===== src/rtl/pucch_seq_pkg.sv =====
// Shared constants for the PUCCH low-PAPR sequence rotator: phi table,
// phase LUT (units of 15 deg, mod 24), sequence length and FSM states.
package pucch_seq_pkg;

    localparam int N_SC   = 12;
    localparam int PH_MOD = 24;
    localparam int U_NUM  = 30;

    typedef enum logic [0:0] {
        ST_IDLE = 1'b0,
        ST_RUN  = 1'b1
    } st_e;

    // phi_u(n) codes: phi = 2*code - 3
    localparam logic [1:0] M3 = 2'd0;
    localparam logic [1:0] M1 = 2'd1;
    localparam logic [1:0] P1 = 2'd2;
    localparam logic [1:0] P3 = 2'd3;

    // Row u packs n = 0 in the top two bits down to n = 11 in the bottom two.
    localparam logic [23:0] PHI_TAB [U_NUM] = '{
        {M3, P1, M3, M3, M3, P3, M3, M1, P1, P1, P1, M3},
        {M3, P3, P1, M3, P1, P3, M1, M1, P1, P3, P3, P3},
        {M3, P3, P3, P1, M3, P3, M1, P1, P3, M3, P3, M3},
        {M3, M3, M1, P3, P3, P3, M3, P3, M3, P1, M1, M3},
        {M3, M1, M1, P1, P3, P1, P1, M1, P1, M1, M3, P1},
        {M3, M3, P3, P1, M3, M3, M3, M1, P3, M1, P1, P3},
        {P1, M1, P3, M1, M1, M1, M3, M1, P1, P1, P1, M3},
        {M1, M3, P3, M1, M3, M3, M3, M1, P1, M1, P1, M3},
        {M3, M1, P3, P1, M3, M1, M3, P3, P1, P3, P3, P1},
        {M3, M1, M1, M3, M3, M1, M3, P3, M1, P3, M1, M3},
        {M3, P3, M3, P3, P3, M3, M1, M1, P3, P3, P1, M3},
        {M3, M1, M3, M1, M1, M3, P3, P3, M1, M1, P1, M3},
        {M3, M1, P3, M3, M3, M1, M3, P1, M1, M3, P3, P3},
        {M3, P1, M1, M1, P3, P3, M3, M1, M1, M3, M1, M3},
        {P1, P3, M3, P1, P3, P3, P3, P1, M1, P1, M1, P3},
        {M3, P1, P3, M1, M1, M3, M3, M1, M1, P3, P1, M3},
        {M1, M1, M1, M1, P1, M3, M1, P3, P3, M1, M3, P1},
        {M1, P1, P1, M1, P1, P3, P3, M1, M1, M3, P1, M3},
        {M3, P1, P3, P3, M1, M1, M3, P3, P3, M3, P3, M3},
        {M3, M3, P3, M3, M1, P3, P3, P3, M1, M3, P1, M3},
        {P3, P1, P3, P1, P3, M3, M1, P1, P3, P1, M1, M3},
        {M3, P3, P1, P3, M3, P1, P1, P1, P1, P3, M3, P3},
        {M3, P3, P3, P3, M1, M3, M3, M1, M3, P1, P3, M3},
        {P3, M1, M3, P3, M3, M1, P3, P3, P3, M3, M1, M3},
        {M3, M1, P1, M3, P1, P3, P3, P3, M1, M3, P3, P3},
        {M3, P3, P1, M1, P3, P3, M3, P1, M1, P1, M1, P1},
        {M1, P1, P3, M3, P1, M1, P1, M1, M1, M3, P1, M1},
        {M3, M3, P3, P3, P3, M3, M1, P1, M3, P3, P1, M3},
        {P1, M1, P3, P1, P1, M1, M1, M1, P1, P3, M3, P1},
        {M3, P3, M3, P3, M3, M3, P3, M1, M1, P1, P3, M3}
    };

    // round(32767 * cos(p * 15 deg)); sin(p) reads entry (p - 6) mod 24.
    localparam logic signed [15:0] COS_LUT [PH_MOD] = '{
         16'sd32767,  16'sd31650,  16'sd28377,  16'sd23170,
         16'sd16384,  16'sd8481,   16'sd0,     -16'sd8481,
        -16'sd16384, -16'sd23170, -16'sd28377, -16'sd31650,
        -16'sd32767, -16'sd31650, -16'sd28377, -16'sd23170,
        -16'sd16384, -16'sd8481,   16'sd0,      16'sd8481,
         16'sd16384,  16'sd23170,  16'sd28377,  16'sd31650
    };

    function automatic logic [1:0] phi_code(input logic [4:0] u,
                                            input logic [3:0] n);
        logic [23:0] row;
        int sh;
        row = PHI_TAB[u];
        sh  = 2 * (N_SC - 1 - int'(n));
        return row[sh +: 2];
    endfunction

    // 3*phi mod 24
    function automatic logic [4:0] phi_term(input logic [1:0] code);
        logic [4:0] t;
        t = 5'd0;
        unique case (code)
            M3: t = 5'd15;
            M1: t = 5'd21;
            P1: t = 5'd3;
            P3: t = 5'd9;
        endcase
        return t;
    endfunction

endpackage


===== src/rtl/pucch_phase_lut.sv =====
// Combinational phase-to-I/Q lookup; phase in 15 deg steps (0..23).
module pucch_phase_lut
    import pucch_seq_pkg::*;
#(
    parameter int OUT_W = 16
) (
    input  logic [4:0]              phase_i,
    output logic signed [OUT_W-1:0] re_o,
    output logic signed [OUT_W-1:0] im_o
);

    logic [4:0]        sin_idx;
    logic signed [15:0] c;
    logic signed [15:0] s;

    always_comb begin
        sin_idx = (phase_i < 5'd6) ? phase_i + 5'd18 : phase_i - 5'd6;
        c       = COS_LUT[phase_i];
        s       = COS_LUT[sin_idx];
    end

    generate
        if (OUT_W >= 16) begin : g_wide
            assign re_o = OUT_W'(c) <<< (OUT_W - 16);
            assign im_o = OUT_W'(s) <<< (OUT_W - 16);
        end else begin : g_narrow
            assign re_o = OUT_W'(c >>> (16 - OUT_W));
            assign im_o = OUT_W'(s >>> (16 - OUT_W));
        end
    endgenerate

endmodule


===== src/rtl/pucch_lowpapr_seq_rotator.sv =====
// Serial emitter of cyclically shifted length-12 low-PAPR sequences.
// Define PUCCH_SEQ_B2B_EN to accept the next alpha on the n = 11 beat.
module pucch_lowpapr_seq_rotator
    import pucch_seq_pkg::*;
#(
    parameter int OUT_W = 16,
    parameter int N_SC  = 12
) (
    input  logic                    clk,
    input  logic                    rst,
    input  logic [4:0]              i_u,
    input  logic [4:0]              i_alpha,
    input  logic                    i_alpha_valid,
    output logic                    o_alpha_ready,
    output logic signed [OUT_W-1:0] o_re,
    output logic signed [OUT_W-1:0] o_im,
    output logic [3:0]              o_sc_idx,
    output logic                    o_last,
    output logic                    o_valid,
    input  logic                    i_ready,
    output logic                    o_err
);

    localparam logic [3:0] N_LAST = 4'(N_SC - 1);
    localparam logic [5:0] MOD6   = 6'(PH_MOD);

    st_e                     state_q, state_d;
    logic [4:0]              u_q, u_d;
    logic [3:0]              alpha_q, alpha_d;
    logic [3:0]              n_q, n_d;
    logic [4:0]              acc_q, acc_d;
    logic                    err_q, err_d;
    logic signed [OUT_W-1:0] re_q, im_q, re_d, im_d;

    logic       accept, fire, at_last;
    logic [4:0] u_red, a_tmp;
    logic [3:0] a_red;
    logic [5:0] acc_sum, ph_sum;
    logic [4:0] ph_d;

    assign o_valid = (state_q == ST_RUN);
    assign at_last = (n_q == N_LAST);
    assign fire    = o_valid & i_ready;
    assign accept  = i_alpha_valid & o_alpha_ready;

`ifdef PUCCH_SEQ_B2B_EN
    assign o_alpha_ready = (state_q == ST_IDLE) | (fire & at_last);
`else
    assign o_alpha_ready = (state_q == ST_IDLE);
`endif

    always_comb begin
        u_red = (i_u >= 5'd30) ? i_u - 5'd30 : i_u;
        a_tmp = i_alpha;
        if (a_tmp >= 5'd12) a_tmp = a_tmp - 5'd12;
        if (a_tmp >= 5'd12) a_tmp = a_tmp - 5'd12;
        a_red = 4'(a_tmp);
    end

    always_comb begin
        state_d = state_q;
        u_d     = u_q;
        alpha_d = alpha_q;
        n_d     = n_q;
        acc_d   = acc_q;
        err_d   = 1'b0;
        acc_sum = 6'(acc_q) + 6'({alpha_q, 1'b0});
        if (fire) begin
            if (at_last) begin
                state_d = ST_IDLE;
                n_d     = '0;
                acc_d   = '0;
            end else begin
                n_d   = n_q + 4'd1;
                acc_d = (acc_sum >= MOD6) ? 5'(acc_sum - MOD6)
                                          : 5'(acc_sum);
            end
        end
        if (accept) begin
            state_d = ST_RUN;
            u_d     = u_red;
            alpha_d = a_red;
            n_d     = '0;
            acc_d   = '0;
            err_d   = (i_alpha >= 5'd12);
        end
        // Phase of the sample that will be on the outputs next cycle
        ph_sum = 6'(acc_d) + 6'(phi_term(phi_code(u_d, n_d)));
        ph_d   = (ph_sum >= MOD6) ? 5'(ph_sum - MOD6) : 5'(ph_sum);
    end

    pucch_phase_lut #(
        .OUT_W (OUT_W)
    ) u_lut (
        .phase_i (ph_d),
        .re_o    (re_d),
        .im_o    (im_d)
    );

    always_ff @(posedge clk) begin
        if (rst) begin
            state_q <= ST_IDLE;
            u_q     <= '0;
            alpha_q <= '0;
            n_q     <= '0;
            acc_q   <= '0;
            err_q   <= 1'b0;
            re_q    <= '0;
            im_q    <= '0;
        end else begin
            state_q <= state_d;
            u_q     <= u_d;
            alpha_q <= alpha_d;
            n_q     <= n_d;
            acc_q   <= acc_d;
            err_q   <= err_d;
            re_q    <= re_d;
            im_q    <= im_d;
        end
    end

    assign o_re     = re_q;
    assign o_im     = im_q;
    assign o_sc_idx = n_q;
    assign o_last   = at_last & o_valid;
    assign o_err    = err_q;

endmodule


===== config.mk =====
export PLATFORM = sky130hd
export DESIGN_NAME = pucch_lowpapr_seq_rotator
export DESIGN_NICKNAME = d
export VERILOG_FILES = /design/src/rtl/pucch_seq_pkg.sv /design/src/rtl/pucch_phase_lut.sv /design/src/rtl/pucch_lowpapr_seq_rotator.sv
export SDC_FILE = /design/constraint.sdc
export NUM_CORES = 1
export LEC_CHECK = 0
export ABC_AREA = 1
export CORE_MARGIN = 2
export CORE_UTILIZATION = 38
export DETAILED_ROUTE_END_ITERATION = 8
export SYNTH_ARGS = -nofsm -noshare
export SYNTH_HDL_FRONTEND = slang
export SYNTH_SLANG_ARGS = --single-unit

===== constraint.sdc =====
create_clock -name clk -period 5 [get_ports clk]
set_clock_uncertainty 0.2 [all_clocks]
set_input_delay 0.75 -clock clk [delete_from_list [all_inputs] [get_ports clk]]
set_output_delay 0.75 -clock clk [all_outputs]
set_load 0.02 [all_outputs]

==> flow_summary.toml, run 1 <==
[status]
status = "finished, violations left"
violations = "setup timing"

[worst_setup_path]
cp_data_required_time_ns = 4.98
ff2ff_setup_slack_ns = 0.22
critPathLaunch = "i_u[1]"
endpoint = "o_im[0]"
max_stage_delay_ns = 0.57
r2r_cells = 30
worst-setup-path-type = "in2reg"
crit_path_max_fanout = 6
reg2reg_to = "o_im[0]"
r2r-start = "o_valid"
crit_slowest_cell = "fa_1"
worstPathArrival_ns = 4.98
cp-end-kind = "register"
worst_setup_path_start_kind = "primary input"

[layout]
syn_to_final_growth_pct = 44.6
final_area_um2 = 6730
num_antenna_cells = 0
drive_gt1_frac = 0.291
layout.cells.non_filler = 1045
num-nets-final = 959
final_common_cell = "nand2_1"
final_cell_mix = "nand2_1, buf_4, nand3_1"

[timing]
worstMarginPinSlew_ns = 0.546
slew-limit-headroom = 0.636
hold_viol_final = 0
fmax_mhz = 200
maxSlewViolCount = 0
setup-violations-final = 1
period_share = 1.00
timing.final.ws_setup_ns = -0.00709
tns_ns = -0.00709
rsz0062_at_grt = "yes"
min_period_ns = 5.01

[yosys]
syn_area_per_cell_um2 = 6.20
yosys_warnings = 0
synth-edff-count = 0
ys_types = 45
ys.flop_type = "dfxtp_1"
synthCells = 750
postSynthNetCount = 812
synthArstFlopShare = 0
syn-cell-area_um2 = 4650
synth_seq_area_share = 0.172
synth-seq-cells = 40

[route]
wl_met3_um = 739
drc = 0
vias = 5382
wl_met1_um = 6300
wl_per_cell_um = 14.3
top_layer = "met4"
dr.pass1.iters = 5
vias_per_cell = 5.15
drt_wl_total_um = 15000
ant_nets = 0
dr_wl_met2_um = 7560
drtIter0Drc = 396

[clock_network]
cts_tree = "built"
clockBufferDepth = 2
path_clk_slew_ns = 0.06
root_buffer = "clkbuf_16"
clock-sinks = 40
h-tree-depth = 2
clkLatencyLatePin_ns = 0.29
cts_made_buffers = 5

[placed_design]
place_inst = 1008
placed_cell_area_um2 = 5940
portBuffers = 53
preCtsSetupSlack_ns = -0.852
gp_congestion = 0.934
dp_hpwl_um = 11200

[global_route]
gr-total-overflow = 0
grt_pass1_vias = 5217
grt_pass1_wl_um = 24500
grt_max_degree = 25
grt.total_usage = 0.227
antenna_found_initial = 0

[floorplanning]
die_h_um = 115
initial_utilization = 0.389
dieArea_um2 = 13100
rows = 40
core_area_um2 = 12000
ioPinCount = 54
die_w_um = 115

[run]
maxCapViolations = 0

[power]
power.density_nw_per_um2 = 390
p_leak_uw = 0.00342
total_power_uw = 2620
peakVddDrop_mv = 0.211

[hold_path]
hold_class = "reg2reg"
worstHoldPathCells = 2
==> where the power goes <==
| group | total [uW] | internal, uW | switching (uW) |
|---|---|---|---|
| combinational | 1840 | 799 | 1040 |
| clock | 360 | 235 | 125 |
| sequential | 427 | 397 | 30.4 |
==> metal layers <==
metal | vias up | GRT usage
li1 | 2706 | -
met1 | 2463 | 0.282
met2 | 181 | 0.406
met3 | 32 | 0.0212
met4 | 0 | 0.0805
met5 | - | 0
==> cells in the mapped netlist (all sizes together) (3+ instances only) <==
master / count / area (um2)
dfxtp: 40 / 801
o21ai: 48 / 259
nand3b: 4 / 30.0
a31oi: 4 / 25.0
o211ai: 6 / 45.0
nor2: 81 / 322
or2: 5 / 31.3
o21bai: 3 / 22.5
nor3: 8 / 45.0
ha: 45 / 563
nand4: 9 / 56.3
buf: 33 / 243
xor2: 6 / 52.6
inv: 95 / 364
o31ai: 3 / 22.5
nand2: 214 / 891
a21oi: 29 / 156
fa: 3 / 60.1
clkbuf: 6 / 22.5
nand3: 97 / 546
==> flip-flops by register name, indices dropped and copies added (netlist names) <==
register / count
acc_q: 5
o_valid: 1
o_im: 10
u_q: 5
alpha_q: 4
o_err: 1
o_sc_idx: 4
o_re: 10
==> kinds of logic (layout without fill, tap and decap cells) <==
family / Yosys count / count (layout) / share of synthesized area
compound gates: 101 / 101 / 0.128
buf+inv: 134 / 280 / 0.135
fa+ha+maj: 48 / 48 / 0.134
flops: 40 / 40 / 0.172
simple gates: 419 / 421 / 0.414
xor+xnor: 8 / 8 / 0.0167
==> how the worst min path moves through the flow <==
stage	to	from
global placement	alpha_q[3]	alpha_q[3]
CTS	acc_q[3]	acc_q[3]
floorplan	alpha_q[3]	alpha_q[3]
global route	acc_q[3]	acc_q[3]
detailed placement	acc_q[3]	acc_q[3]
finish	acc_q[3]	acc_q[3]
==> layout make-up <==
| class | count | area (um2) |
|---|---|---|
| clock buffers | 6 | 129 |
| clock inverters | 2 | 35.0 |
| fillers | 1160 | 5230 |
| inverters | 95 | 407 |
| multi-input cells | 578 | 3640 |
| flip-flops and latches | 40 | 801 |
| well taps | 147 | 184 |
| repair buffers | 177 | 1530 |
==> through the flow <==
step / hold slack (ns) / util
floorplan: 0.274 / -
global placement: 0.304 / 0.496
detailed placement: 0.313 / 0.496
CTS: 0.323 / 0.531
global route: 0.345 / 0.563
finish: 0.323 / 0.563
==> what timing repair did <==
action                                  CTS  global route
pin swaps                                32            66
gates cloned                              3             0
gates resized for setup                  57            84
hold buffers                              0             0
setup buffers                            11            16
endpoints found under the setup margin   20            20
==> critical path: cells and delay by family <==
| kind | cells | cell delay (ns) |
|---|---|---|
| AO/OA/AOI/OAI | 2 | 0.22 |
| adder cells (fa/ha/maj) | 5 | 1.50 |
| AND/OR/NAND/NOR | 19 | 1.58 |
| buffers and inverters | 8 | 0.73 |
| XOR/XNOR | 1 | 0.19 |
Power figures use the tool's default switching activity.
==> inputs of run 2 (changes only) <==
--- a/config.mk
+++ b/config.mk
@@ -9,6 +9,8 @@
 export CORE_MARGIN = 2
 export CORE_UTILIZATION = 38
 export DETAILED_ROUTE_END_ITERATION = 8
+export RECOVER_POWER = 100
 export SYNTH_ARGS = -nofsm -noshare
 export SYNTH_HDL_FRONTEND = slang
 export SYNTH_SLANG_ARGS = --single-unit
+export TNS_END_PERCENT = 30
==> run 2 against run 1 <==
Net effect: worst hold slack barely moved; the flow still finishes with violations (setup timing); non-clock buffer count fell by 1; sequential power barely moved.
==> flow_summary.toml, run 2 (same netlist as run 1, synthesis figures left out) <==
[timing]
maxSlewViolCount = 0
timing.final.ws_setup_ns = -0.0177
slew-limit-headroom = 0.635
period_share = 1.00
min_period_ns = 5.02
worstMarginPinSlew_ns = 0.547
rsz0062_at_grt = "yes"
hold_viol_final = 0
setup-violations-final = 1
fmax_mhz = 199

[floorplanning]
dieArea_um2 = 13100
initial_utilization = 0.389
core_area_um2 = 12000
die_h_um = 115
rows = 40
ioPinCount = 54
die_w_um = 115

[layout]
num-nets-final = 958
final_common_cell = "nand2_1"
final_cell_mix = "nand2_1, buf_4, nand3_1"
syn_to_final_growth_pct = 43.4
nFillCells = 1172
layout.cells.non_filler = 1044
drive_gt1_frac = 0.283
num_antenna_cells = 0
final_area_um2 = 6670

[clock_network]
clockBufferDepth = 2
clock-sinks = 40
cts_tree = "built"
h-tree-depth = 2
path_clk_slew_ns = 0.06
root_buffer = "clkbuf_16"
holdBufCountCts = 0
clkLatencyLatePin_ns = 0.28
cts_made_buffers = 5

[power]
peakVddDrop_mv = 0.208
power.density_nw_per_um2 = 386
p_leak_uw = 0.00340

[worst_setup_path]
worst_setup_path_start_kind = "primary input"
worstPathArrival_ns = 4.99
crit_slowest_cell = "fa_1"
r2r-start = "o_valid"
r2r_cells = 30
max_stage_delay_ns = 0.57
cp-end-kind = "register"
crit_path_max_fanout = 6
ff2ff_setup_slack_ns = 0.22
worst-setup-path-type = "in2reg"
cp_data_required_time_ns = 4.98
reg2reg_to = "o_im[0]"

[route]
drc = 0
vias = 5399
drt_wl_total_um = 15000
vias_per_cell = 5.17
wl_per_cell_um = 14.4
drtIter0Drc = 385
ant_nets = 0
dr.pass1.iters = 5

[status]
violations = "setup timing"
status = "finished, violations left"

[global_route]
grt.total_usage = 0.227
grt_pass1_vias = 5217
met1_usage = 0.282
grt_use_met2 = 0.406
globalRoute.busiestLayer = "met2"
gr-total-overflow = 0
grt_pass1_wl_um = 24500
antenna_found_initial = 0
grt_max_degree = 25
met3_usage = 0.0212

[run]
maxCapViolations = 0

[hold_path]
worstHoldPathCells = 2
hold-path-endpoint = "acc_q[3]"
hold_class = "reg2reg"
hp-start = "acc_q[3]"

[placed_design]
gp_congestion = 0.934
place_inst = 1008
portBuffers = 53
placed_cell_area_um2 = 5940
preCtsSetupSlack_ns = -0.852
dp_hpwl_um = 11200
[run 2: final cells by class]
class                      instances  area (um2)  share of cell area
multi-input combinational        578        3610               0.541
clock inverter                     2        35.0             0.00525
timing repair buffer             176        1510               0.226
inverter                          95         404              0.0606
sequential                        40         801               0.120
tap                              147         184              0.0276
clock buffer                       6         129              0.0193
[run 2: routing by layer]
layer	wire length [um]	vias to the layer above
met2	7610	181
met4	322	0
li1	-	2701
met1	6420	2489
met5	0	-
met3	657	28
[run 2: critical path, delay by kind of cell]
| kind | cells | cell delay, ns |
|---|---|---|
| and+or+nand+nor | 19 | 1.59 |
| xor gates and xnor gates | 1 | 0.19 |
| adders and majority gates | 5 | 1.50 |
| AOI/OAI and AO/OA | 2 | 0.22 |
| buffers and inverters | 8 | 0.74 |
[run 2: worst max-delay path by stage]
stage                     cells after the start       end  slack (ns)   start
after CTS                                    40   o_im[2]        0.02  i_u[0]
after global placement                       36  o_im[13]       -0.75  i_u[2]
after floorplan                              31  o_im[13]      -0.003  i_u[1]
after global routing                         32   o_im[0]       -0.28  i_u[4]
after detailed placement                     36  o_im[13]       -0.85  i_u[1]
final                                        35   o_im[0]       -0.02  i_u[1]
[run 2: metrics by stage]
step | util | TNS [ns] | total power [uW] | hold slack [ns]
3_5_place_dp | 0.496 | -15.13 | 1950 | 0.313
6_report | 0.558 | -0.0177 | 2580 | 0.322
2_1_floorplan | - | -0.00300 | 1470 | 0.274
5_1_grt | 0.558 | -3.61 | 2780 | 0.345
4_1_cts | 0.531 | 0 | 2450 | 0.323
3_3_place_gp | 0.496 | -12.71 | 1950 | 0.304
[run 2: power by group]
part           internal (uW)  total, uW  switching [uW]
registers                397        427            30.4
logic                    773       1790            1020
clock network            235        359             124
[run 2: timing repair]
action                     CTS  global route
gates cloned                 3             0
setup endpoints to repair   20            20
pin swaps                   32            62
gates resized for setup     57            67
setup buffers               11            15
hold endpoints to repair     0             0
==> inputs of run 3 (changes only) <==
--- a/config.mk
+++ b/config.mk
@@ -8,6 +8,7 @@
 export ABC_AREA = 1
 export CORE_MARGIN = 2
 export CORE_UTILIZATION = 38
+export CTS_BUF_LIST = sky130_fd_sc_hd__clkbuf_16
 export DETAILED_ROUTE_END_ITERATION = 8
 export RECOVER_POWER = 100
 export SYNTH_ARGS = -nofsm -noshare
==> run 3 against run 2 <==
Net effect: the run now ends clean; first-iteration DRC count is 0.52% lower; final area hardly changed; combinational power hardly changed; critical path depth stayed put; highest routed layer unchanged; register-to-register slack hardly changed; global-route usage stayed put; fmax is 0.36% higher; final cell count hardly changed; core utilization hardly changed; die area stayed put; sequential share of layout area hardly changed.
==> flow_summary.toml, run 3 (same netlist as run 1, synthesis figures left out) <==
[run]
maxCapViolations = 0

[floorplanning]
initial_utilization = 0.389
core_area_um2 = 12000
die_h_um = 115
dieArea_um2 = 13100
die_w_um = 115
rows = 40
ioPinCount = 54

[worst_setup_path]
worst-setup-path-type = "in2reg"
cp_data_required_time_ns = 4.98
crit_slowest_cell = "fa_1"
max_stage_delay_ns = 0.57
worstPathArrival_ns = 4.98
crit_path_max_fanout = 6
cp-end-kind = "register"
worst_setup_path_start_kind = "primary input"

[power]
power.density_nw_per_um2 = 387
p_int_uw = 1410
total_power_uw = 2590
comb_power_share = 0.696
pwr-share-seq = 0.165
p_switching_uw = 1180
p_leak_uw = 0.00341
clkPwrFrac = 0.139
p_sw_frac = 0.454
peakVddDrop_mv = 0.207

[clock_network]
clock-sinks = 40
root_buffer = "clkbuf_16"
cts_tree = "built"
h-tree-depth = 2
holdBufCountCts = 0
clockBufferDepth = 2
cts_made_buffers = 5
clkLatencyLatePin_ns = 0.29
path_clk_slew_ns = 0.06

[global_route]
grt_pass1_vias = 5217
grt_use_met2 = 0.406
grt_max_degree = 25
grt_pass1_wl_um = 24500
met1_usage = 0.282
met3_usage = 0.0212
antenna_found_initial = 0
grt.total_usage = 0.227
gr-total-overflow = 0
globalRoute.busiestLayer = "met2"

[timing]
rsz0062_at_grt = "yes"
period_share = 1.00
hold_viol_final = 0
worstMarginPinSlew_ns = 0.545
min_period_ns = 5.00
setup-violations-final = 0
tns_ns = 0
fmax_mhz = 200
slew-limit-headroom = 0.636
maxSlewViolCount = 0
timing.final.ws_setup_ns = 0.0000653

[status]
status = "finished, final reports clean"

[placed_design]
placed_cell_area_um2 = 5940
preCtsSetupSlack_ns = -0.852
gp_congestion = 0.934
dp_hpwl_um = 11200
portBuffers = 53

[layout]
num_antenna_cells = 0
final_cell_mix = "nand2_1, buf_4, nand3_1"
final_area_um2 = 6680
drive_gt1_frac = 0.286
num-nets-final = 959
final_common_cell = "nand2_1"
nFillCells = 1172
syn_to_final_growth_pct = 43.5

[route]
ant_nets = 0
drtIter0Drc = 383
dr.pass1.iters = 5
vias_per_cell = 5.14
drc = 0
vias = 5369
drt_wl_total_um = 14900
wl_per_cell_um = 14.3

[hold_path]
hold_class = "reg2reg"
-- run 3: layout make-up --
type                       instances  area (um2)  area share
multi-input combinational        578        3590       0.538
clock inverter                     3        38.8     0.00581
inverter                          95         404      0.0605
sequential                        40         801       0.120
timing repair buffer             177        1530       0.229
clock buffer                       5         125      0.0187
tap                              147         184      0.0275
-- run 3: final timing paths --
path,endpoint,cells past startpoint,start,slack [ns]
min,acc_q[3],2,acc_q[3],0.32
max,o_im[0],35,i_u[1],0.00007
max reg2reg,o_im[0],30,o_valid,0.23
min reg2reg,acc_q[3],2,acc_q[3],0.32
-- run 3: what timing repair did --
| action | 4_1_cts | 5_1_grt |
|---|---|---|
| gates cloned | 3 | 0 |
| endpoints found under the setup margin | 20 | 20 |
| resized for setup | 57 | 68 |
| buffers inserted | 11 | 16 |
| pin swaps | 32 | 63 |
-- run 3: per-stage QoR --
stage | utilization | std cells | hold slack [ns]
after global routing | 0.558 | 1045 | 0.345
after global placement | 0.496 | 1008 | 0.304
after floorplan | - | 750 | 0.274
after CTS | 0.531 | 1030 | 0.323
final | 0.558 | 1045 | 0.323
after detailed placement | 0.496 | 1008 | 0.313
-- run 3: power by group through the flow --
stage / logic [uW] / clock network [uW] / registers, uW
global placement: 1520 / 0 / 432
finish: 1800 / 359 / 427
detailed placement: 1520 / 0 / 435
CTS: 1660 / 364 / 429
global route: 1960 / 384 / 437
floorplan: 948 / 0 / 522
-- run 3: metal layers --
layer  routed length [um]  up-vias
met2                 7490      172
met5                    0        -
met1                 6360     2462
li1                     -     2702
met3                  696       33
met4                  373        0
-- run 3: worst max-delay path: cells and delay by family --
| family | cells | cell delay [ns] |
|---|---|---|
| compound gates | 2 | 0.21 |
| xor+xnor | 1 | 0.19 |
| fa+ha+maj | 5 | 1.50 |
| simple gates | 19 | 1.59 |
| buf+inv | 8 | 0.73 |
